[src/rtl/id_ex_pipe_reg_pkg.sv]
// Shared pipeline definitions: register numbers, ALU opcodes, control bundle and
// ID/EX next-state actions. Imported by the ID/EX register and its hazard detector.
package id_ex_pipe_reg_pkg;

  localparam logic [4:0] REG_ZERO = 5'd0;

  localparam int ALUOP_W = 4;
  localparam logic [3:0] ALUOP_ADD  = 4'd0;
  localparam logic [3:0] ALUOP_SUB  = 4'd1;
  localparam logic [3:0] ALUOP_AND  = 4'd2;
  localparam logic [3:0] ALUOP_OR   = 4'd3;
  localparam logic [3:0] ALUOP_XOR  = 4'd4;
  localparam logic [3:0] ALUOP_NOR  = 4'd5;
  localparam logic [3:0] ALUOP_SLT  = 4'd6;
  localparam logic [3:0] ALUOP_SLTU = 4'd7;
  localparam logic [3:0] ALUOP_SLL  = 4'd8;
  localparam logic [3:0] ALUOP_SRL  = 4'd9;
  localparam logic [3:0] ALUOP_SRA  = 4'd10;
  localparam logic [3:0] ALUOP_LUI  = 4'd11;

  localparam int CTRL_W = 5;

  typedef struct packed {
    logic regwrite;
    logic memread;
    logic memwrite;
    logic memtoreg;
    logic alusrc;
  } ctrl_t;

  localparam ctrl_t CTRL_BUBBLE = ctrl_t'(5'b00000);

  // Ordered by the register's next-state priority (reset is handled in the flop itself)
  typedef enum logic [1:0] {
    ACT_LOAD   = 2'd0,
    ACT_BUBBLE = 2'd1,
    ACT_HOLD   = 2'd2,
    ACT_FLUSH  = 2'd3
  } pipe_act_e;

  // An instruction slot that is not valid must not carry side-effecting controls
  function automatic ctrl_t gate_ctrl(input ctrl_t c, input logic v);
    ctrl_t g;
    if (v) begin
      g = c;
    end else begin
      g = CTRL_BUBBLE;
    end
    return g;
  endfunction

endpackage

[src/rtl/id_ex_pipe_reg_load_use_detect.sv]
// Combinational load-use hazard compare between the load sitting in EX and the
// instruction being decoded in ID. Also used by the branch-in-ID pipeline variant.
module id_ex_pipe_reg_load_use_detect
  import id_ex_pipe_reg_pkg::*;
(
  input  logic       valid_ex,
  input  logic       memread_ex,
  input  logic [4:0] dest_ex,
  input  logic       valid_id,
  input  logic [4:0] rs_id,
  input  logic [4:0] rt_id,
  input  logic       uses_rt_id,
  output logic       hazard
);

  logic load_in_ex_s;
  logic rs_match_s;
  logic rt_match_s;

  // $0 is never a real producer, so a load into it cannot create a dependence
  assign load_in_ex_s = valid_ex & memread_ex & (dest_ex != REG_ZERO);
  assign rs_match_s   = (dest_ex == rs_id);
  assign rt_match_s   = uses_rt_id & (dest_ex == rt_id);
  assign hazard       = load_in_ex_s & valid_id & (rs_match_s | rt_match_s);

endmodule

[src/rtl/id_ex_pipe_reg.sv]
// ID/EX pipeline register with load-use bubble insertion, flush and hold.
// Optional performance counters are enabled by defining ID_EX_PERF_CNT_EN.
module id_ex_pipe_reg
  import id_ex_pipe_reg_pkg::*;
#(
  parameter int DW   = 32,
  parameter int AOPW = 4
`ifdef ID_EX_PERF_CNT_EN
  ,
  parameter int CNTW = 32
`endif
) (
  input  logic            clk,
  input  logic            rst,
  input  logic            valid_id,
  input  logic [4:0]      rs_id,
  input  logic [4:0]      rt_id,
  input  logic [4:0]      rd_id,
  input  logic            uses_rt_id,
  input  logic            regdst_id,
  input  logic            regwrite_id,
  input  logic            memread_id,
  input  logic            memwrite_id,
  input  logic            memtoreg_id,
  input  logic            alusrc_id,
  input  logic [AOPW-1:0] aluop_id,
  input  logic [DW-1:0]   rdata1_id,
  input  logic [DW-1:0]   rdata2_id,
  input  logic [DW-1:0]   imm_id,
  input  logic [DW-1:0]   pc4_id,
  input  logic            flush,
  input  logic            hold,
  output logic            stall_o,
  output logic            valid_ex,
  output logic [4:0]      rs_ex,
  output logic [4:0]      rt_ex,
  output logic [4:0]      dest_ex,
  output logic            regwrite_ex,
  output logic            memread_ex,
  output logic            memwrite_ex,
  output logic            memtoreg_ex,
  output logic            alusrc_ex,
  output logic [AOPW-1:0] aluop_ex,
  output logic [DW-1:0]   rdata1_ex,
  output logic [DW-1:0]   rdata2_ex,
  output logic [DW-1:0]   imm_ex,
  output logic [DW-1:0]   pc4_ex
`ifdef ID_EX_PERF_CNT_EN
  ,
  output logic [CNTW-1:0] bubble_cnt,
  output logic [CNTW-1:0] flush_cnt,
  output logic [CNTW-1:0] hold_cnt
`endif
);

  logic            hazard_s;
  pipe_act_e       act_s;
  ctrl_t           ctrl_id_s;
  ctrl_t           ctrl_r;

  logic            valid_r;
  logic [4:0]      rs_r;
  logic [4:0]      rt_r;
  logic [4:0]      dest_r;
  logic [AOPW-1:0] aluop_r;
  logic [DW-1:0]   rdata1_r;
  logic [DW-1:0]   rdata2_r;
  logic [DW-1:0]   imm_r;
  logic [DW-1:0]   pc4_r;

  logic            nxt_valid_s;
  ctrl_t           nxt_ctrl_s;
  logic [4:0]      nxt_rs_s;
  logic [4:0]      nxt_rt_s;
  logic [4:0]      nxt_dest_s;
  logic [AOPW-1:0] nxt_aluop_s;
  logic [DW-1:0]   nxt_rdata1_s;
  logic [DW-1:0]   nxt_rdata2_s;
  logic [DW-1:0]   nxt_imm_s;
  logic [DW-1:0]   nxt_pc4_s;

  id_ex_pipe_reg_load_use_detect u_load_use_detect (
    .valid_ex   (valid_r),
    .memread_ex (ctrl_r.memread),
    .dest_ex    (dest_r),
    .valid_id   (valid_id),
    .rs_id      (rs_id),
    .rt_id      (rt_id),
    .uses_rt_id (uses_rt_id),
    .hazard     (hazard_s)
  );

  assign ctrl_id_s = '{regwrite: regwrite_id, memread: memread_id, memwrite: memwrite_id,
                       memtoreg: memtoreg_id, alusrc: alusrc_id};

  // A flushed dependent is squashed anyway, so flush suppresses the load-use stall
  assign stall_o = rst & (hold | (hazard_s & ~flush));

  // Select this cycle's action by priority: flush, hold, load-use bubble, load
  always_comb begin
    act_s = ACT_LOAD;
    if (flush) begin
      act_s = ACT_FLUSH;
    end else if (hold) begin
      act_s = ACT_HOLD;
    end else if (hazard_s) begin
      act_s = ACT_BUBBLE;
    end else begin
      act_s = ACT_LOAD;
    end
  end

  // Next register contents; bubbles clear every field, not just the controls
  always_comb begin
    nxt_valid_s  = 1'b0;
    nxt_ctrl_s   = CTRL_BUBBLE;
    nxt_rs_s     = REG_ZERO;
    nxt_rt_s     = REG_ZERO;
    nxt_dest_s   = REG_ZERO;
    nxt_aluop_s  = {AOPW{1'b0}};
    nxt_rdata1_s = {DW{1'b0}};
    nxt_rdata2_s = {DW{1'b0}};
    nxt_imm_s    = {DW{1'b0}};
    nxt_pc4_s    = {DW{1'b0}};
    case (act_s)
      ACT_LOAD: begin
        nxt_valid_s  = valid_id;
        nxt_ctrl_s   = gate_ctrl(ctrl_id_s, valid_id);
        nxt_rs_s     = rs_id;
        nxt_rt_s     = rt_id;
        nxt_dest_s   = regdst_id ? rd_id : rt_id;
        nxt_aluop_s  = aluop_id;
        nxt_rdata1_s = rdata1_id;
        nxt_rdata2_s = rdata2_id;
        nxt_imm_s    = imm_id;
        nxt_pc4_s    = pc4_id;
      end
      ACT_HOLD: begin
        nxt_valid_s  = valid_r;
        nxt_ctrl_s   = ctrl_r;
        nxt_rs_s     = rs_r;
        nxt_rt_s     = rt_r;
        nxt_dest_s   = dest_r;
        nxt_aluop_s  = aluop_r;
        nxt_rdata1_s = rdata1_r;
        nxt_rdata2_s = rdata2_r;
        nxt_imm_s    = imm_r;
        nxt_pc4_s    = pc4_r;
      end
      ACT_BUBBLE, ACT_FLUSH: begin
        nxt_valid_s = 1'b0;
      end
      default: begin
        nxt_valid_s = 1'b0;
      end
    endcase
  end

  // Pipeline flops with synchronous active-low reset
  always_ff @(posedge clk) begin
    if (!rst) begin
      valid_r  <= 1'b0;
      ctrl_r   <= CTRL_BUBBLE;
      rs_r     <= REG_ZERO;
      rt_r     <= REG_ZERO;
      dest_r   <= REG_ZERO;
      aluop_r  <= {AOPW{1'b0}};
      rdata1_r <= {DW{1'b0}};
      rdata2_r <= {DW{1'b0}};
      imm_r    <= {DW{1'b0}};
      pc4_r    <= {DW{1'b0}};
    end else begin
      valid_r  <= nxt_valid_s;
      ctrl_r   <= nxt_ctrl_s;
      rs_r     <= nxt_rs_s;
      rt_r     <= nxt_rt_s;
      dest_r   <= nxt_dest_s;
      aluop_r  <= nxt_aluop_s;
      rdata1_r <= nxt_rdata1_s;
      rdata2_r <= nxt_rdata2_s;
      imm_r    <= nxt_imm_s;
      pc4_r    <= nxt_pc4_s;
    end
  end

  assign valid_ex    = valid_r;
  assign rs_ex       = rs_r;
  assign rt_ex       = rt_r;
  assign dest_ex     = dest_r;
  assign regwrite_ex = ctrl_r.regwrite;
  assign memread_ex  = ctrl_r.memread;
  assign memwrite_ex = ctrl_r.memwrite;
  assign memtoreg_ex = ctrl_r.memtoreg;
  assign alusrc_ex   = ctrl_r.alusrc;
  assign aluop_ex    = aluop_r;
  assign rdata1_ex   = rdata1_r;
  assign rdata2_ex   = rdata2_r;
  assign imm_ex      = imm_r;
  assign pc4_ex      = pc4_r;

`ifdef ID_EX_PERF_CNT_EN
  function automatic logic [CNTW-1:0] sat_inc(input logic [CNTW-1:0] c);
    logic [CNTW-1:0] r;
    if (&c) begin
      r = c;
    end else begin
      r = c + {{(CNTW-1){1'b0}}, 1'b1};
    end
    return r;
  endfunction

  // Saturating event counters, one per non-load action
  always_ff @(posedge clk) begin
    if (!rst) begin
      bubble_cnt <= {CNTW{1'b0}};
      flush_cnt  <= {CNTW{1'b0}};
      hold_cnt   <= {CNTW{1'b0}};
    end else begin
      case (act_s)
        ACT_BUBBLE: bubble_cnt <= sat_inc(bubble_cnt);
        ACT_FLUSH:  flush_cnt  <= sat_inc(flush_cnt);
        ACT_HOLD:   hold_cnt   <= sat_inc(hold_cnt);
        default:    bubble_cnt <= bubble_cnt;
      endcase
    end
  end
`endif

endmodule

[config.mk]
export PLATFORM = sky130hd
export DESIGN_NAME = id_ex_pipe_reg
export DESIGN_NICKNAME = d
export VERILOG_FILES = /design/src/rtl/id_ex_pipe_reg_pkg.sv /design/src/rtl/id_ex_pipe_reg_load_use_detect.sv /design/src/rtl/id_ex_pipe_reg.sv
export SDC_FILE = /design/constraint.sdc
export NUM_CORES = 1
export LEC_CHECK = 0
export CORE_MARGIN = 4
export CORE_UTILIZATION = 41
export CTS_BUF_LIST = sky130_fd_sc_hd__clkbuf_4 sky130_fd_sc_hd__clkbuf_8 sky130_fd_sc_hd__clkbuf_16
export DETAILED_ROUTE_END_ITERATION = 10
export HOLD_SLACK_MARGIN = 0.05
export PLACE_DENSITY = 0.81
export SLEW_MARGIN = 20
export SYNTH_ARGS = -nofsm -noshare
export SYNTH_HDL_FRONTEND = slang
export SYNTH_SLANG_ARGS = --single-unit
export TNS_END_PERCENT = 20
[constraint.sdc]
create_clock -name clk -period 2.19 [get_ports clk]
set_input_delay 0.3285 -clock clk [delete_from_list [all_inputs] [get_ports clk]]
set_output_delay 0.3285 -clock clk [all_outputs]
set_load 0.02 [all_outputs]
==> flow_summary_export.csv <==
group,metric,value,unit
outcome,status,"complete, no violations",
clock_tree,clkLatencyLatePin,0.42,ns
cells_and_area,antenna_cells,0,
synthesis,synth_fp_nets,888,
critical_path,startpoint_type,"flip-flop",
cells_and_area,final.fill_count,1198,
floorplanning,row_count,45,
clock_tree,path_clk_slew,0.06,ns
critical_path,timing.critical_path.buf_inv,1,
cells_and_area,sequential_cell_area,0.00307,sq mm
critical_path,cp_data_required_time,1.86,ns
cells_and_area,area_growth_syn_to_layout,64.3,%
synthesis,synth_largest_area_cell,"dfxtp_1",
critical_path,cp-end-kind,"output pin",
floorplanning,floorplan_core_area,0.0152,sq mm
cells_and_area,instances_no_fill,1209,
critical_path,worst_r2r_startpoint,"dest_ex[2]",
routing,antenna_violating_nets_post_route,0,
floorplanning,die_h,132,um
clock_tree,cts.root.buffer_cell,"clkbuf_16",
synthesis,post_synth.cell_area_avg,8.71,sq um
place,total_instance_count_after_detailed_placement,1175,
place,hpwl,15.1,mm
clock_tree,cts.sinks,153,
worst_hold_path,hp-class,"flip-flop to flip-flop",
synthesis,synth_top_cell_area_share,48.3,%
sta,final_hold_viol_count,0,
global_route,globalRouteOverflowTotal,0,
sta,rsz0062_at_grt,"true",
synthesis,synth-seq-cells,153,
global_route,grt_first_pass_wirelength,34.3,mm
cells_and_area,drive_above_1_share,7.74,%
clock_tree,cts.htree.levels,4,
sta,setup_total_negative_slack,0,ns
critical_path,slowest_delay,0.54,ns
routing,routed_wl,22.2,mm
critical_path,path_class,"flip-flop to output pin",
routing,vias,6819,
sta,min_period_over_period,97.8,%
sta,final_max_slew_viol_count,0,
floorplanning,die_width,132,um
routing,dr.first_iter.drc_count,504,
sta,layout_skew,0.0171,ns
place,numPortBuffers,312,
synthesis,post_synth_main_area_contributors,"dfxtp_1, a32oi_1, o21ai_0",
cells_and_area,layout_common_cells,"clkdlybuf4s50_1, dfxtp_1, nand2_1, a32oi_1, o21ai_0",
floorplanning,i_o_pin_count,313,
sta,finalSetupViolations,0,
cells_and_area,multiInputGateArea,0.00297,sq mm
global_route,grt_antenna_before_repair,1,
critical_path,crit_chain,"or4_4 -> o21ai_4 -> nor3b_2 -> a22o_1 -> buf_6",
worst_hold_path,hold_path.startpoint,"pc4_ex[30]",
cells_and_area,finish.net_count,1167,
flow_run,drv_cap,0,
synthesis,post_synth_instance_area,0.00635,sq mm
global_route,grt_usage,24.0,%
synthesis,synth.lib_cells_used.distinct,22,
synthesis,ys.warnings.count,0,
routing,post_drt_via_cell_ratio,5.64,
cells_and_area,layout.cells.most_common,"clkdlybuf4s50_1",
place,gpl.final_weighted_congestion,0.842,
synthesis,syn-instance-count,729,
global_route,vias_in_the_first_global_route,6362,
critical_path,worst_path_dominant_cell_family,"simple AND/OR/NAND/NOR gates",
clock_tree,tritoncts,"done",
critical_path,critPathMaxFanout,2,
floorplanning,die-area,0.0175,sq mm
global_route,grt_start_max_net_pins,94,
sta,worst-slew-pin-transition,0.443,ns
synthesis,synth_seq_area_share,48.3,%
power,pwr_density_cell,723,mW/mm^2
critical_path,cpMaxStageDelayCell,"or4_4",
critical_path,setup.worst_path.start,"dest_ex[2]",
power,peak_supply_drop,0.000492,V
critical_path,critical_path_arrival,1.81,ns
sta,clock.fmax,0.467,GHz
sta,period_needed,2.14,ns
routing,detail_route.first_pass.iterations,7,
power,power.leakage,0.00355,uW
routing,drc,0,
floorplanning,initial_util,41.7,%
clock_tree,cts.path.max_buffers,2,
clock_tree,cts-buffers-inserted,17,
routing,routedWlPerCell,18.4,um
sta,max_slew_margin,70.5,%
clock_tree,postCtsHoldBufs,0,
power by group:
group	internal, uW	switching, uW
clock	2020	1170
sequential	2960	94.1
combinational	692	610
logic make-up (layout without fill, tap and decap cells):
family                    after synthesis  after routing  share of synthesized area (%)
and+or+nand+nor                       162            162                           10.2
buffers and inverters                  85            377                           5.38
DFF                                   153            153                           48.3
xor gates and xnor gates               10             10                           1.38
AOI/OAI and AO/OA                     314            314                           33.9
muxes                                   5              5                          0.887
cells in the mapped netlist:
master / n
a22oi_1: 10
a32oi_1: 143
and3_1: 6
or4_1: 1
buf_4: 1
xnor2_1: 10
o22ai_2: 1
nor3b_1: 2
buf_2: 15
buf_1: 3
mux2_2: 5
o21ai_1: 5
nand3_1: 6
nand2_1: 145
o21ai_0: 143
a22o_1: 1
clkbuf_1: 66
o21ai_2: 1
dfxtp_1: 153
nand4_1: 1
and3b_1: 1
a21oi_1: 10
path summary, 6_finish.rpt:
kind	to	slack [ns]	cells past startpoint
hold / removal	pc4_ex[30]	0.46	2
setup / recovery	stall_o	0.05	5
hold reg to reg	pc4_ex[30]	0.46	2
setup reg to reg	rdata1_ex[20]	0.24	6
per-stage QoR:
stage | util, % | cell area, sq um | hold WS [ns] | total power [uW] | setup slack [ns]
after floorplan | - | 6350 | 0.461 | 3600 | 0.161
after global placement | 64.2 | 9750 | 0.444 | 4380 | 0.0482
after global routing | 68.6 | 10400 | 0.480 | 7790 | -0.00518
after CTS | 68.6 | 10400 | 0.462 | 7590 | -0.0122
final | 68.6 | 10400 | 0.465 | 7540 | 0.0489
after detailed placement | 64.2 | 9750 | 0.452 | 4400 | 0.0470
layout make-up:
| cell class | count | area share [%] |
|---|---|---|
| Timing Repair Buffer | 345 | 33.7 |
| Sequential cell | 153 | 29.4 |
| Multi-Input combinational cell | 491 | 28.5 |
| Clock buffer | 22 | 4.56 |
| Tap cell | 188 | 2.26 |
| Clock inverter | 10 | 1.58 |
metal layers:
metal  global-route usage [%]  up-vias  routed length, um
met2                     38.5      287              10400
met4                     6.93        2                312
met5                        0        -                 20
met3                     9.39       25               2110
met1                     29.9     3175               9370
li1                         -     3330                  -
flip-flops by register name, indices dropped and copies added (netlist names):
name,flops
valid_ex,1
alusrc_ex,1
dest_ex,5
regwrite_ex,1
pc4_ex,32
rdata2_ex,32
imm_ex,32
memread_ex,1
rt_ex,5
rdata1_ex,32
memtoreg_ex,1
rs_ex,5
memwrite_ex,1
aluop_ex,4
what timing repair did:
action | 4_1_cts | 5_1_grt
buffers inserted | 2 | 0
resized for setup | 5 | 0
pin swaps | 5 | 1
endpoints found under the setup margin | 1 | 1
worst reg2reg max path, delay by kind of cell (launching register included):
family | cells | cell delay [ns]
buf+inv | 2 | 0.50
flops | 1 | 0.31
compound gates | 3 | 0.53
simple gates | 1 | 0.54
Note: power is estimated with default switching activity, not from simulation.
==> variant 1: new RTL, same flow settings <==
Change the package constant `REG_ZERO` from 5'd0 to 5'd1.
--- a/src/rtl/id_ex_pipe_reg_pkg.sv
+++ b/src/rtl/id_ex_pipe_reg_pkg.sv
@@ -4,3 +4,3 @@
 
-  localparam logic [4:0] REG_ZERO = 5'd0;
+  localparam logic [4:0] REG_ZERO = 5'd1;
 
Check against the original RTL: not equivalent (Yosys sat finds a counterexample within 4 cycles, from zero or initial values and one cycle with rst low).
==> variant 1 against the unedited design <==
Clock power is 10% lower; via count is 5.1% lower; area after synthesis is 0.22% higher; sequential cell count stayed put; routed wire length is 6.6% lower; die area is 0.20% higher; total power is 4.7% lower; non-clock buffer count is 4 lower; setup slack better by 120 ps; final area is 1.1% lower.
==> variant 1: results (changes against the unedited design) <==
POWER AND IR DROP
----------------------------------------------------------------------------------
Static leakage ......................................................     4.092 nW   +15%
IR drop worst, VDD ..................................................  0.0004899 V   -0.41%
Sw Pwr ..............................................................   0.001811 W   -3.5%

CELLS AND AREA
----------------------------------------------------------------------------------
Share of final-layout standard cells stronger than drive strength 1 .       7.692%   -0.045 points
Count of nets after finishing .......................................         1160   -0.60%
Antenna Cells .......................................................            0   unchanged
Number of fill cells in the layout ..................................         1215   +1.4%

SYNTH
----------------------------------------------------------------------------------
Synthesized Nets ....................................................          867   -2.4%
Top cells by area, synth ............................................ sky130_fd_sc_hd__dfxtp_1, sky130_fd_sc_hd__a2bb2oi_1, sky130_fd_sc_hd__nand2_1
List of most frequent post-synthesis cells .......................... sky130_fd_sc_hd__dfxtp_1, sky130_fd_sc_hd__nand2_1, sky130_fd_sc_hd__a2bb2oi_1, sky130_fd_sc_hd__o21ai_0, sky130_fd_sc_hd__o21ai_1
Yosys warns .........................................................            0   unchanged
Post-synth cell types ...............................................           31   +41%
Proportion of synthesized chip area in sequential cells .............       48.16%   -0.10 points
Ys async rst share ..................................................           0%   unchanged
Complex-gate fraction of the synthesized area .......................       34.35%   +0.50 points
Fraction of synthesized area in multiplexers ........................      0.8656%   -0.022 points
Synthesized-area fraction occupied by xor and xnor cells ............       1.377%   -0.0030 points

DRT
----------------------------------------------------------------------------------
Average detailed-routed wire length per instance ....................     17.29 um   -6.0%
Routed via count ....................................................         6471   -5.1%
1st-pass router iterations ..........................................            5   -2
Number of DRC violations after detailed-routing iteration 0 .........          316   -37%

HOLD PATH
----------------------------------------------------------------------------------
End point of the worst hold path ....................................   imm_ex[20]
Cell depth of the worst min-delay path ..............................            2   unchanged
Worst hold path startpoint ..........................................   imm_ex[20]

CLOCK NETWORK
----------------------------------------------------------------------------------
Post-CTS setup buffer count .........................................            0   -2
Clock root buffer master ............................................ sky130_fd_sc_hd__clkbuf_16

GRT
----------------------------------------------------------------------------------
Overall Global Routing Usage ........................................       22.24%   -1.7 points
Vias in the first global route ......................................         6201   -2.5%
Wire length of the first global-routing pass ........................     31.84 mm   -7.2%
Antenna violations before repair ....................................            0   -1
Pin count of the biggest net entering global routing ................          116   +23%

STA
----------------------------------------------------------------------------------
Setup clock skew after layout .......................................     9.032 ps   -8.038 ps
Worst hold margin ...................................................     463.0 ps   -2.009 ps
Pin slew with the least headroom to its limit .......................     447.9 ps   +4.974 ps
Part of the cycle the worst path needs ..............................       92.31%   -5.5 points

PLACED DESIGN
----------------------------------------------------------------------------------
HPWL Detailed .......................................................     14.31 mm   -5.3%
Post-place setup slack ..............................................    -308.6 ps   -355.5 ps
Routability Congestion ..............................................       0.8096   -3.9%

STATUS
----------------------------------------------------------------------------------
Result of the run ................................................... finished clean

CRITICAL PATH
----------------------------------------------------------------------------------
R2r setup slk .......................................................       400 ps   +160 ps
Worst EP arrival ....................................................      1690 ps   -120 ps
R2r worst-path depth ................................................            7   +1
Reg2Reg Capture Point ...............................................   pc4_ex[26]
Reg-to-reg critical path startpoint .................................   dest_ex[4]
Critical path peak fanout ...........................................            6   +4

variant 1: cell types whose count changed after synthesis, sizes merged, moves of 4 or more:
cell     before  now
buf          19   42
o2bb2ai       0    4
a32oi       143    0
a22oi        10    4
o21bai        0    4
and3          6    0
a2bb2oi       0  142
o21ai       149  142
clkbuf       66   25
variant 1: metrics by stage:
| stage | cell area, um2 | setup TNS (ps) | power [W] | cells | util, % |
|---|---|---|---|---|---|
| 2_1_floorplan | 6360 | 0 | 0.003622 | 708 | - |
| 3_3_place_gp | 9712 | -301.8 | 0.004360 | 1170 | 63.88 |
| 3_5_place_dp | 9712 | -723.5 | 0.004380 | 1170 | 63.88 |
| 4_1_cts | 10300 | 0 | 0.007246 | 1202 | 67.74 |
| 5_1_grt | 10310 | 0 | 0.007473 | 1202 | 67.79 |
| 6_report | 10310 | 0 | 0.007187 | 1202 | 67.79 |
variant 1: routing by layer:
layer	part of all wire, %	up-vias	track usage, %
li1	-	3162	-
met1	40	3008	25.69
met2	48	253	37.29
met3	8.0	48	7.643
met4	3.2	0	9.988
met5	0	-	0
variant 1: power groups by stage:
stage               registers (W)  clock network, W  logic [W]
global placement          0.00310                 0    0.00126
global route              0.00307           0.00306    0.00134
CTS                       0.00305           0.00292    0.00128
detailed placement        0.00311                 0    0.00127
finish                    0.00305           0.00287    0.00127
floorplan                 0.00332                 0   0.000306
variant 1: final cells by class:
| cell class | instances | area share [%] |
|---|---|---|
| Timing Repair Buffer | 341 | 33.34 |
| Sequential cell | 153 | 29.82 |
| Multi-Input combinational cell | 488 | 28.93 |
| Clock buffer | 21 | 4.419 |
| Tap cell | 188 | 2.282 |
| Clock inverter | 11 | 1.214 |
variant 1: worst max-delay path by stage:
stage / slack (ps) / cells past startpoint / start / to
after global routing: 90 / 5 / dest_ex[2] / stall_o
after global placement: -300 / 6 / rs_id[4] / stall_o
final: 170 / 4 / dest_ex[1] / stall_o
after CTS: 5 / 4 / dest_ex[1] / stall_o
after detailed placement: -310 / 6 / rs_id[2] / stall_o
after floorplan: 340 / 5 / dest_ex[4] / stall_o
variant 1: what timing repair did:
| action | in CTS | in global routing |
|---|---|---|
| gates resized for setup | 6 | 5 |
| setup endpoints to repair | 1 | 1 |
| pin swaps | 0 | 3 |
| hold buffers | 0 | 0 |
variant 1: worst max-delay path, stage by stage, from the launching register on:
cell                      delay (ps)
sky130_fd_sc_hd__dfxtp_4         380
sky130_fd_sc_hd__nor4_4          380
sky130_fd_sc_hd__a21oi_4         110
sky130_fd_sc_hd__a32o_1          250
sky130_fd_sc_hd__buf_2           160
==> variant 2: new RTL, same settings <==
Without the edit above. Build with the macro `ID_EX_PERF_CNT_EN` defined.
--- a/src/rtl/id_ex_pipe_reg.sv
+++ b/src/rtl/id_ex_pipe_reg.sv
@@ -2,2 +2,4 @@
 // Optional performance counters are enabled by defining ID_EX_PERF_CNT_EN.
+`define ID_EX_PERF_CNT_EN
+
 module id_ex_pipe_reg
Function (old outputs only; new: bubble_cnt, flush_cnt and hold_cnt): kept (equiv_simple and equiv_induct, registers matched by name and starting in step).
==> variant 2 against the unedited design <==
The flow now finishes with violations (negative setup slack); setup slack worse by 360 ps; critical endpoint unchanged; total power is 42% higher; area after synthesis is 58% higher; largest cell class is now sequential cells; sequential cell count is 96 higher; non-clock buffer count is 152 higher; via count is 51% higher; final area is 55% higher; routed wire length is 63% higher.
==> variant 2: results (changes against the unedited design) <==
POWER AND IR DROP
----------------------------------------------------------------------------------
Static leakage ......................................................     5.763 nW   +62%
Sequential power share ..............................................        43.7%   +3.2 points
Sw Pwr ..............................................................   0.002475 W   +32%
Part of the power in the clock network ..............................        45.6%   +3.3 points

HOLD PATH
----------------------------------------------------------------------------------
Cell depth of the worst min-delay path ..............................            3   +1
Worst hold path startpoint .......................................... rdata1_id[19]
Tightest Hold Check Type ............................................ input pin to flop

PLACED DESIGN
----------------------------------------------------------------------------------
Placed inst area ....................................................    14850 um2   +52%

CRITICAL PATH
----------------------------------------------------------------------------------
R2r setup slk .......................................................        20 ps   -220 ps
R2r worst-path depth ................................................            8   +2
Reg2Reg Capture Point ...............................................  regwrite_ex

GRT
----------------------------------------------------------------------------------
Wire length of the first global-routing pass ........................     54.52 mm   +59%
Overall Global Routing Usage ........................................       24.85%   +0.89 points
Global Route met2 Usage .............................................       41.28%   +2.7 points
Antenna violations before repair ....................................            4   +3
GR Util met3 ........................................................       7.152%   -2.2 points
GRT met1 Usage ......................................................       30.94%   +1.0 points

SYNTH
----------------------------------------------------------------------------------
Total standard cell area after synthesis ............................    10000 um2   +58%
Synthesized Nets ....................................................         1258   +42%
Complex-gate fraction of the synthesized area .......................       18.04%   -16 points
Top cells by area, synth ............................................ sky130_fd_sc_hd__dfxtp_1, sky130_fd_sc_hd__a22oi_1, sky130_fd_sc_hd__nor2_1
Proportion of synthesized chip area in sequential cells .............       49.83%   +1.6 points
List of most frequent post-synthesis cells .......................... sky130_fd_sc_hd__dfxtp_1, sky130_fd_sc_hd__nor2_1, sky130_fd_sc_hd__a22oi_1, sky130_fd_sc_hd__clkbuf_1, sky130_fd_sc_hd__nand2_1
Post-synth cell types ...............................................           57   +160%

DRT
----------------------------------------------------------------------------------
Met2 wire length ....................................................     17.78 mm   +70%
Wire length the detailed router placed on met1 ......................     14.45 mm   +54%
Routed via count ....................................................        10290   +51%

CLOCK NETWORK
----------------------------------------------------------------------------------
Post-CTS setup buffer count .........................................            3   +1
TritonCTS Sinks .....................................................          249   +63%
Maximum buffer depth of the clock tree ..............................            3   +1

STA
----------------------------------------------------------------------------------
Worst setup slack after layout ......................................    -308.9 ps   -357.8 ps
Setup TNS Final .....................................................    -308.9 ps   -308.9 ps
Setup clock skew after layout .......................................     18.49 ps   +1.417 ps
Setup violation total in the final timing report ....................            1   +1
Max_slew headroom ...................................................       65.76%   -4.7 points

CELLS AND AREA
----------------------------------------------------------------------------------
Non-clock buffer count in the final layout ..........................          497   +44%
Non-clock buffer contribution to total cell area ....................       30.76%   -2.9 points
Inverter count of the layout excluding clock inverters ..............           10   +10
Number of fill cells in the layout ..................................         1769   +48%
Share of cell area taken by flip-flops and latches ..................       30.96%   +1.6 points
Clk tree area frac ..................................................       6.159%   +0.014 points
Clock buf count .....................................................           40   +82%
Share of final-layout standard cells stronger than drive strength 1 .       12.03%   +4.3 points

STATUS
----------------------------------------------------------------------------------
Result of the run ................................................... finished, violations left
Violated checks ..................................................... negative setup slack

variant 2: cell types whose count changed after synthesis, sizes merged, moves of 17 or more:
cell	before	now
a21oi	10	29
a22oi	10	148
a32oi	143	5
clkbuf	66	49
dfxtp	153	249
nand2	145	49
nand3	6	42
nand4	1	29
nor2	0	215
o21ai	149	21
or3	0	20
xor2	0	35
variant 2: metrics by stage:
step | power [W] | worst slack (ps) | util [%] | hold slack (ps) | std cells
finish | 0.01074 | -308.9 | 67.99 | 415.6 | 1893
CTS | 0.01081 | -382.5 | 67.09 | 398.2 | 1883
floorplan | 0.005235 | 4.373 | - | 491.1 | 1096
detailed placement | 0.005885 | -615.9 | 62.52 | 479.9 | 1828
global route | 0.01111 | -368.6 | 67.99 | 404.7 | 1893
global placement | 0.005871 | -617.4 | 62.52 | 464.5 | 1828
variant 2: tightest hold or removal path, cell delays in order:
cell                              delay, ps
sky130_fd_sc_hd__clkdlybuf4s50_1        450
sky130_fd_sc_hd__a22oi_1                 70
sky130_fd_sc_hd__nor2_1                  70
